[src/rtl/sram_unpack_read.sv]
// sram_unpack_read: reads 64-bit SRAM words and streams them out as hi/lo 32-bit halves.
// Define SRAM_RD_CHECKSUM_EN to add a running 32-bit checksum of accepted words.
module sram_unpack_read #(
    parameter int RD_LAT = 2,
    parameter int CNT_W  = 20
) (
    input  logic             CLK,
    input  logic             RSTn,
    input  logic             enable,
    input  logic             start,
    input  logic [18:0]      start_addr,
    input  logic [CNT_W-1:0] word_count,
    output logic [18:0]      SRAM_ADDR_Stream,
    output logic             SRAM_RD_EN,
    input  logic [63:0]      SRAM_DATA_OUT_Stream,
    output logic [31:0]      data_out,
    output logic             data_valid,
    input  logic             data_ready,
    output logic             busy,
`ifdef SRAM_RD_CHECKSUM_EN
    output logic [31:0]      checksum,
`endif
    output logic             done
);
    localparam logic [2:0] IDLE    = 3'd0;
    localparam logic [2:0] ISSUE   = 3'd1;
    localparam logic [2:0] WAIT    = 3'd2;
    localparam logic [2:0] EMIT_HI = 3'd3;
    localparam logic [2:0] EMIT_LO = 3'd4;
    localparam logic [2:0] FIN     = 3'd5;

    logic [2:0]       state_q, state_d;
    logic [18:0]      addr_q, addr_d;
    logic [CNT_W-1:0] rem_q, rem_d;
    logic [2:0]       lat_q, lat_d;
    logic [63:0]      buf_q, buf_d;
    logic             clr;

    // enable low acts exactly like reset, aborting any transfer silently
    assign clr = !RSTn || !enable;

    always_comb begin
        state_d = state_q;
        addr_d  = addr_q;
        rem_d   = rem_q;
        lat_d   = lat_q;
        buf_d   = buf_q;
        case (state_q)
            IDLE: if (start) begin
                addr_d  = start_addr;
                rem_d   = word_count;
                state_d = (word_count == '0) ? FIN : ISSUE;
            end
            ISSUE: begin
                lat_d   = 3'(RD_LAT);
                state_d = WAIT;
            end
            WAIT: begin
                lat_d = lat_q - 3'd1;
                if (lat_q == 3'd1) begin
                    buf_d   = SRAM_DATA_OUT_Stream;
                    state_d = EMIT_HI;
                end
            end
            EMIT_HI: if (data_ready) state_d = EMIT_LO;
            EMIT_LO: if (data_ready) begin
                rem_d   = rem_q - CNT_W'(1);
                addr_d  = addr_q + 19'd1;
                state_d = (rem_q == CNT_W'(1)) ? FIN : ISSUE;
            end
            FIN:     state_d = IDLE;
            default: state_d = IDLE;
        endcase
    end

    always_ff @(posedge CLK) begin
        if (clr) begin
            state_q <= IDLE;
            addr_q  <= '0;
            rem_q   <= '0;
            lat_q   <= '0;
            buf_q   <= '0;
        end else begin
            state_q <= state_d;
            addr_q  <= addr_d;
            rem_q   <= rem_d;
            lat_q   <= lat_d;
            buf_q   <= buf_d;
        end
    end

    assign SRAM_ADDR_Stream = addr_q;
    assign SRAM_RD_EN       = state_q == ISSUE;
    assign data_valid       = (state_q == EMIT_HI) || (state_q == EMIT_LO);
    assign data_out         = (state_q == EMIT_HI) ? buf_q[63:32] :
                              (state_q == EMIT_LO) ? buf_q[31:0] : '0;
    assign busy             = state_q != IDLE;
    assign done             = state_q == FIN;

`ifdef SRAM_RD_CHECKSUM_EN
    logic [31:0] cks_q, cks_d;

    assign cks_d = (state_q == IDLE && start) ? '0 :
                   (data_valid && data_ready) ? cks_q + data_out : cks_q;

    always_ff @(posedge CLK) begin
        if (clr) cks_q <= '0;
        else     cks_q <= cks_d;
    end

    assign checksum = cks_q;
`endif
endmodule

[config.mk]
export PLATFORM = sky130hd
export DESIGN_NAME = sram_unpack_read
export DESIGN_NICKNAME = d
export VERILOG_FILES = /design/src/rtl/sram_unpack_read.sv
export SDC_FILE = /design/constraint.sdc
export NUM_CORES = 1
export LEC_CHECK = 0
export ABC_AREA = 0
export CAP_MARGIN = 0
export CORE_MARGIN = 2
export CORE_UTILIZATION = 50
export DETAILED_ROUTE_END_ITERATION = 7
export DONT_BUFFER_PORTS = 1
export PLACE_DENSITY_LB_ADDON = 0.3
export SLEW_MARGIN = 20
export SYNTH_ARGS = -nofsm -noshare
export SYNTH_HDL_FRONTEND = slang
export SYNTH_SLANG_ARGS = --single-unit
[constraint.sdc]
create_clock -name CLK -period 2.5 [get_ports CLK]
set_input_delay 0.5 -clock CLK [delete_from_list [all_inputs] [get_ports CLK]]
set_output_delay 0.5 -clock CLK [all_outputs]
set_load 0.05 [all_outputs]
# After elaboration in Yosys (flattened, before gate mapping)
# Cells that the tools add are included.
dict set report word_totals {
  ff_bits 109
  latchBits 0
  ram_bits 0
  romBits 0
  inputBits 108
  output_inout_bits 55
  word_cells 47
  mem_count 0
}
dict set report classes {
  addsub 3
  n_mul 0
  div_mod_pow 0
  n_lt_le_gt_ge 0
  n_eq_ne 11
  n_shift 0
  mux 16
  bitwise_logic 0
  reduce_logical 12
}
# operator count
set op_table {}
lappend op_table {{2-to-1 mux 32 bit} 2}
lappend op_table {{2-to-1 mux 20 bit} 2}
lappend op_table {{case mux 20 bit (2 select lines)} 1}
lappend op_table {{2-to-1 mux 19 bit} 2}
lappend op_table {{case mux 19 bit (2 select lines)} 1}
lappend op_table {{equality test 20 x 1 -> 1 bit, second input constant} 1}
lappend op_table {{zero test 20 bit} 1}
lappend op_table {{subtractor 20 x 1 -> 20 bit, second input constant} 1}
lappend op_table {{adder 19 x 1 -> 19 bit, second input constant} 1}
lappend op_table {{2-to-1 mux 3 bit} 6}
lappend op_table {{case mux 3 bit (5 select lines)} 1}
lappend op_table {{inequality test 2 bit, second input constant} 4}
lappend op_table {{equality test 3 x 1 -> 1 bit, second input constant} 2}
lappend op_table {{equality test 3 x 2 -> 1 bit, second input constant} 2}
lappend op_table {{equality test 3 bit, second input constant} 2}
lappend op_table {{case mux 3 bit (2 select lines)} 1}
lappend op_table {{AND reduction 4 bit} 1}
lappend op_table {{nonzero test 2 bit} 2}
lappend op_table {{zero test 3 bit} 1}
lappend op_table {{AND reduction 3 bit} 1}
lappend op_table {{nonzero test 3 bit} 1}
lappend op_table {{subtractor 3 x 1 -> 3 bit, second input constant} 1}
lappend op_table {{zero test 1 bit} 2}
lappend op_table {{logical OR 1 bit} 2}
lappend op_table {{AND reduction 2 bit} 1}

# Depth between registers and ports, before layout
dict set report logic_depth {
  ltp_word 4
  mapped_depth 8
  depth_no_buf 7
}

# Least setup slack after synthesis
# Ideal clock, no wire load.
dict set report synth_timing {
  kind {register to output}
  startpoint {register state_q[0]}
  endpoint {output port SRAM_RD_EN}
  t_arrival_ns 2.081
  required_ns 2.000
  setup_slack_ns -0.081
  path_stages_with_launch 4
  path_buffers 2
  path_cell_list {dfxtp_1 > clkbuf_1 > clkbuf_1 > nor3b_1}
}
dict set report synth_via {
  elab_chain_len 1
}
# element line_no
set synth_lines {}
lappend synth_lines {{from (decl)} 32} ;# logic [2:0] state_q, state_d;
lappend synth_lines {{from (signal assigned)} 84} ;# state_q <= state_d;
lappend synth_lines {{equality test 3 x 1 -> 1 bit} 93} ;# assign SRAM_RD_EN = state_q == ISSUE;
lappend synth_lines {{to (decl)} 14} ;# output logic SRAM_RD_EN,
# No other way between the ends.

# Worst setup path in the final report
dict set report layout_timing {
  startpoint {register state_q[2]}
  endpoint {output port data_valid}
}
dict set report layout_via {
  elab_chain_len 2
  word_cells_on_any_way 3
  classes_between {2 x eq/ne; 1 x reduce/logical}
}
# element line_no
set layout_lines {}
lappend layout_lines {{equality test 3 x 2 -> 1 bit or equality test 3 bit (tied branches)} 94} ;# assign data_valid = (state_q == EMIT_HI) || (state_q == EMIT_LO);
lappend layout_lines {{logical OR 1 bit (*)} 94}
lappend layout_lines {{to (decl)} 17} ;# output logic data_valid,
# Mark *: on every way between the ends. The rest lies on a longest branch, timed or not.

==> reports/summary.txt <==
N_diodes - 0
Share of layout cells above drive strength 1 - 0.138
Pin count of the biggest net entering global routing - 81
Final Instance Count excl. Fillers - 862
Initial antenna violation count - 0
Synth area leader - dfxtp_1
Synthesized flop and latch total - 109
Worst Hold Depth - 2
Post-synth top area share - 0.410
Worst path bufs/invs - 1
Synth top area cells - dfxtp_1 41%, nand2_1 11%, a21oi_1 9.9%, a22o_1 5.4%, o21ai_0 3.4%
Total track usage - 0.266
Crit path DAT - 1.92 ns
Pwr per Cell Area - 508 nW/um^2
Least-Margin Pin Slew - 0.766 ns
Die width - 107 um
Status - completed
Hold Fails Final Rpt - 0
Slew Viols, Final - 0
Critical Path RT - 2.00 ns
YS warnings - 0
Routed len/inst - 17.6 um
Final Critical Period - 2.42 ns
Congestion Overflow GR - 0
Post-Synthesis Cells - 697
Clock skew - 0.0114 ns
Clock sinks - 109
Setup_tns - 0 ns
Slew headroom - 0.490
Placed insts - 845
RSZ-0062 raised after global routing - false
Via density - 6.14
DR pass1 iterations - 7
Worst Hold End - buf_q[24]$_SDFFE_PP0P_
Crit path max-delay family - simple AND/OR/NAND/NOR gates
CP max stage delay - 0.67 ns
Vias in the first global route - 5162
Syn Area/Cell - 7.64 um^2
GPL Wtd Cong - 0.917
Placeable Area - 10300 um^2
Worst reg-to-reg path cell count - 5
Critical path endpoint category - output pin
Clk pin slew, worst setup/hold paths - 0.11 ns
Clock buffer count from CTS - 9
Seq/Total Area, Yosys - 0.410
Worst path cell trace - or3b_2 -> nand2_1 -> buf_12
Mapped cell area - 5330 um^2
TritonCTS clock tree - done
Synth cell types - 54
Reg2Reg Setup Slack - 0.28 ns
Detailed Route Iter0 Violations - 514
Setup violators final - 0
Start point of the worst hold path - SRAM_DATA_OUT_Stream[24]
Maximum operating frequency - 414 MHz
Main synth FF type - dfxtp_1
Crit share post-route - 0.967
Io pins - 163
Full die area - 11500 um^2
Drt total wl - 15.2 mm
Post-route DRC - 0
Worst VDD drop - 0.499 mV
Total Power - 0.00330 W
Nets - 834
Post-DRT Antenna Nets - 0
Clk_lat worst skew - 0.38 ns
Max Cap Viol - 0
Min-delay worst type - input pin to flop
CTS Hold Buffers Added - 0
HPWL Detailed - 10.8 mm
Port bufs - 0
Clock buffer depth - 2
R2R Path End - SRAM_ADDR_Stream[14]$_SDFFE_PP0P_
Via count - 5289
H-Tree Depth - 3
First-pass GRT wire length - 24.6 mm
CTS root buffer - clkbuf_8
Area Growth Syn to Fin - 21.9%
Kind of critical path - flop to output pin
Starting Density - 0.516
Count leader, synth - nand2_1
CP Max Fanout - 15
Post-synth EDFFs - 0
Die H - 107 um
Critical Path Start Type - flop
Max stage delay cell, worst path - or3b_2
Fraction of registers with async set/reset - 0
Synth Net Count - 810
Row count - 37
Leak - 2.17 nW
R2R Path Start - state_q[2]$_SDFFE_PP0P_
Commonest cells in the netlist - 157 x nand2_1, 109 x dfxtp_1, 105 x a21oi_1, 44 x clkbuf_1, 37 x nor2_1
[layout by cell type, fill, tap and decap left out, types with 3 or more instances in the layout]
cell type	netlist	layout
nand2_1	157	156
dfxtp_1	109	108
a21oi_1	105	105
nor2_1	37	37
buf_12	0	37
o21ai_0	36	36
a22o_1	33	33
buf_4	0	31
nor3_1	13	13
a211oi_1	13	13
nor4_1	10	10
a311oi_1	10	10
clkbuf_8	0	9
inv_1	8	8
nand3_1	8	8
a31oi_1	6	6
o22ai_1	6	6
or3_1	6	5
and2_1	5	5
and3_1	5	5
o21a_1	5	5
o32ai_1	5	5
nand2b_1	5	5
o211ai_1	5	5
ha_1	5	5
nand4_1	3	3
nor2b_1	4	3
o221ai_1	3	3
a21o_1	3	3
and4_1	3	3
o31ai_1	3	3
[where the power goes]
part / internal, W / switching (W) / total [W]
Clock: 0.000479 / 0.000639 / 0.00112
Combinational: 0.000123 / 0.000249 / 0.000372
Sequential: 0.00177 / 0.0000397 / 0.00181
[kinds of logic (layout without fill, tap and decap cells)]
group / count (synthesis) / after routing / synth area share
fa+ha+maj: 5 / 5 / 0.0117
compound gates: 245 / 245 / 0.292
buf+inv: 64 / 93 / 0.0486
flops: 109 / 109 / 0.410
simple gates: 274 / 274 / 0.238
[flip-flops by register name, indices dropped and copies added (netlist names)]
name              count
rem_q                20
buf_q                64
SRAM_ADDR_Stream     19
state_q               3
lat_q                 3
[layout make-up]
type                       count  area (um^2)
fill                         885         3830
multi-input combinational    524         2910
sequential                   109         2180
inverter                       8         30.0
tap                          136          170
clock inverter                 7         82.6
clock buffer                   9          124
timing repair buffer          69          988
[worst register-to-register path, cell delays in order (launching register included)]
cell and delay, ns:
dfxtp_1 0.51, or3b_2 0.67, nor4_1 0.48, nand2_1 0.16, o21ai_0 0.19, a21oi_1 0.10
[worst max path at each step]
stage | from | endpoint | cells past startpoint
final | state_q[2]$_SDFFE_PP0P_ | data_valid | 3
after global routing | state_q[1]$_SDFFE_PP0P_ | data_out[19] | 5
after CTS | state_q[1]$_SDFFE_PP0P_ | data_out[19] | 5
after detailed placement | state_q[1]$_SDFFE_PP0P_ | data_out[19] | 5
after global placement | state_q[1]$_SDFFE_PP0P_ | data_out[3] | 5
after floorplan | state_q[1]$_SDFFE_PP0P_ | data_out[10] | 6
[layer usage]
metal,vias to the layer above,GRT usage,part of all wire
li1,2554,-,-
met1,2431,0.317,0.39
met2,264,0.452,0.50
met3,40,0.0717,0.084
met4,0,0.109,0.026
met5,-,0,0
[per-stage QoR]
step / hold slack (ns) / cell area (um^2) / worst slack (ns) / util
2_1_floorplan: 0.436 / 5330 / 0.239 / -
3_3_place_gp: 0.443 / 6260 / 0.404 / 0.606
3_5_place_dp: 0.450 / 6260 / 0.289 / 0.606
4_1_cts: 0.205 / 6470 / 0.0287 / 0.627
5_1_grt: 0.214 / 6490 / 0.0319 / 0.629
6_report: 0.241 / 6490 / 0.0832 / 0.629
[repair_timing]
action,CTS,global route
setup endpoints to repair,32,32
resized for setup,2,3
hold endpoints to repair,0,0
pin swaps,0,0
setup buffers,0,1
cloned,0,0
No activity file was read; power rests on OpenSTA's default activity.
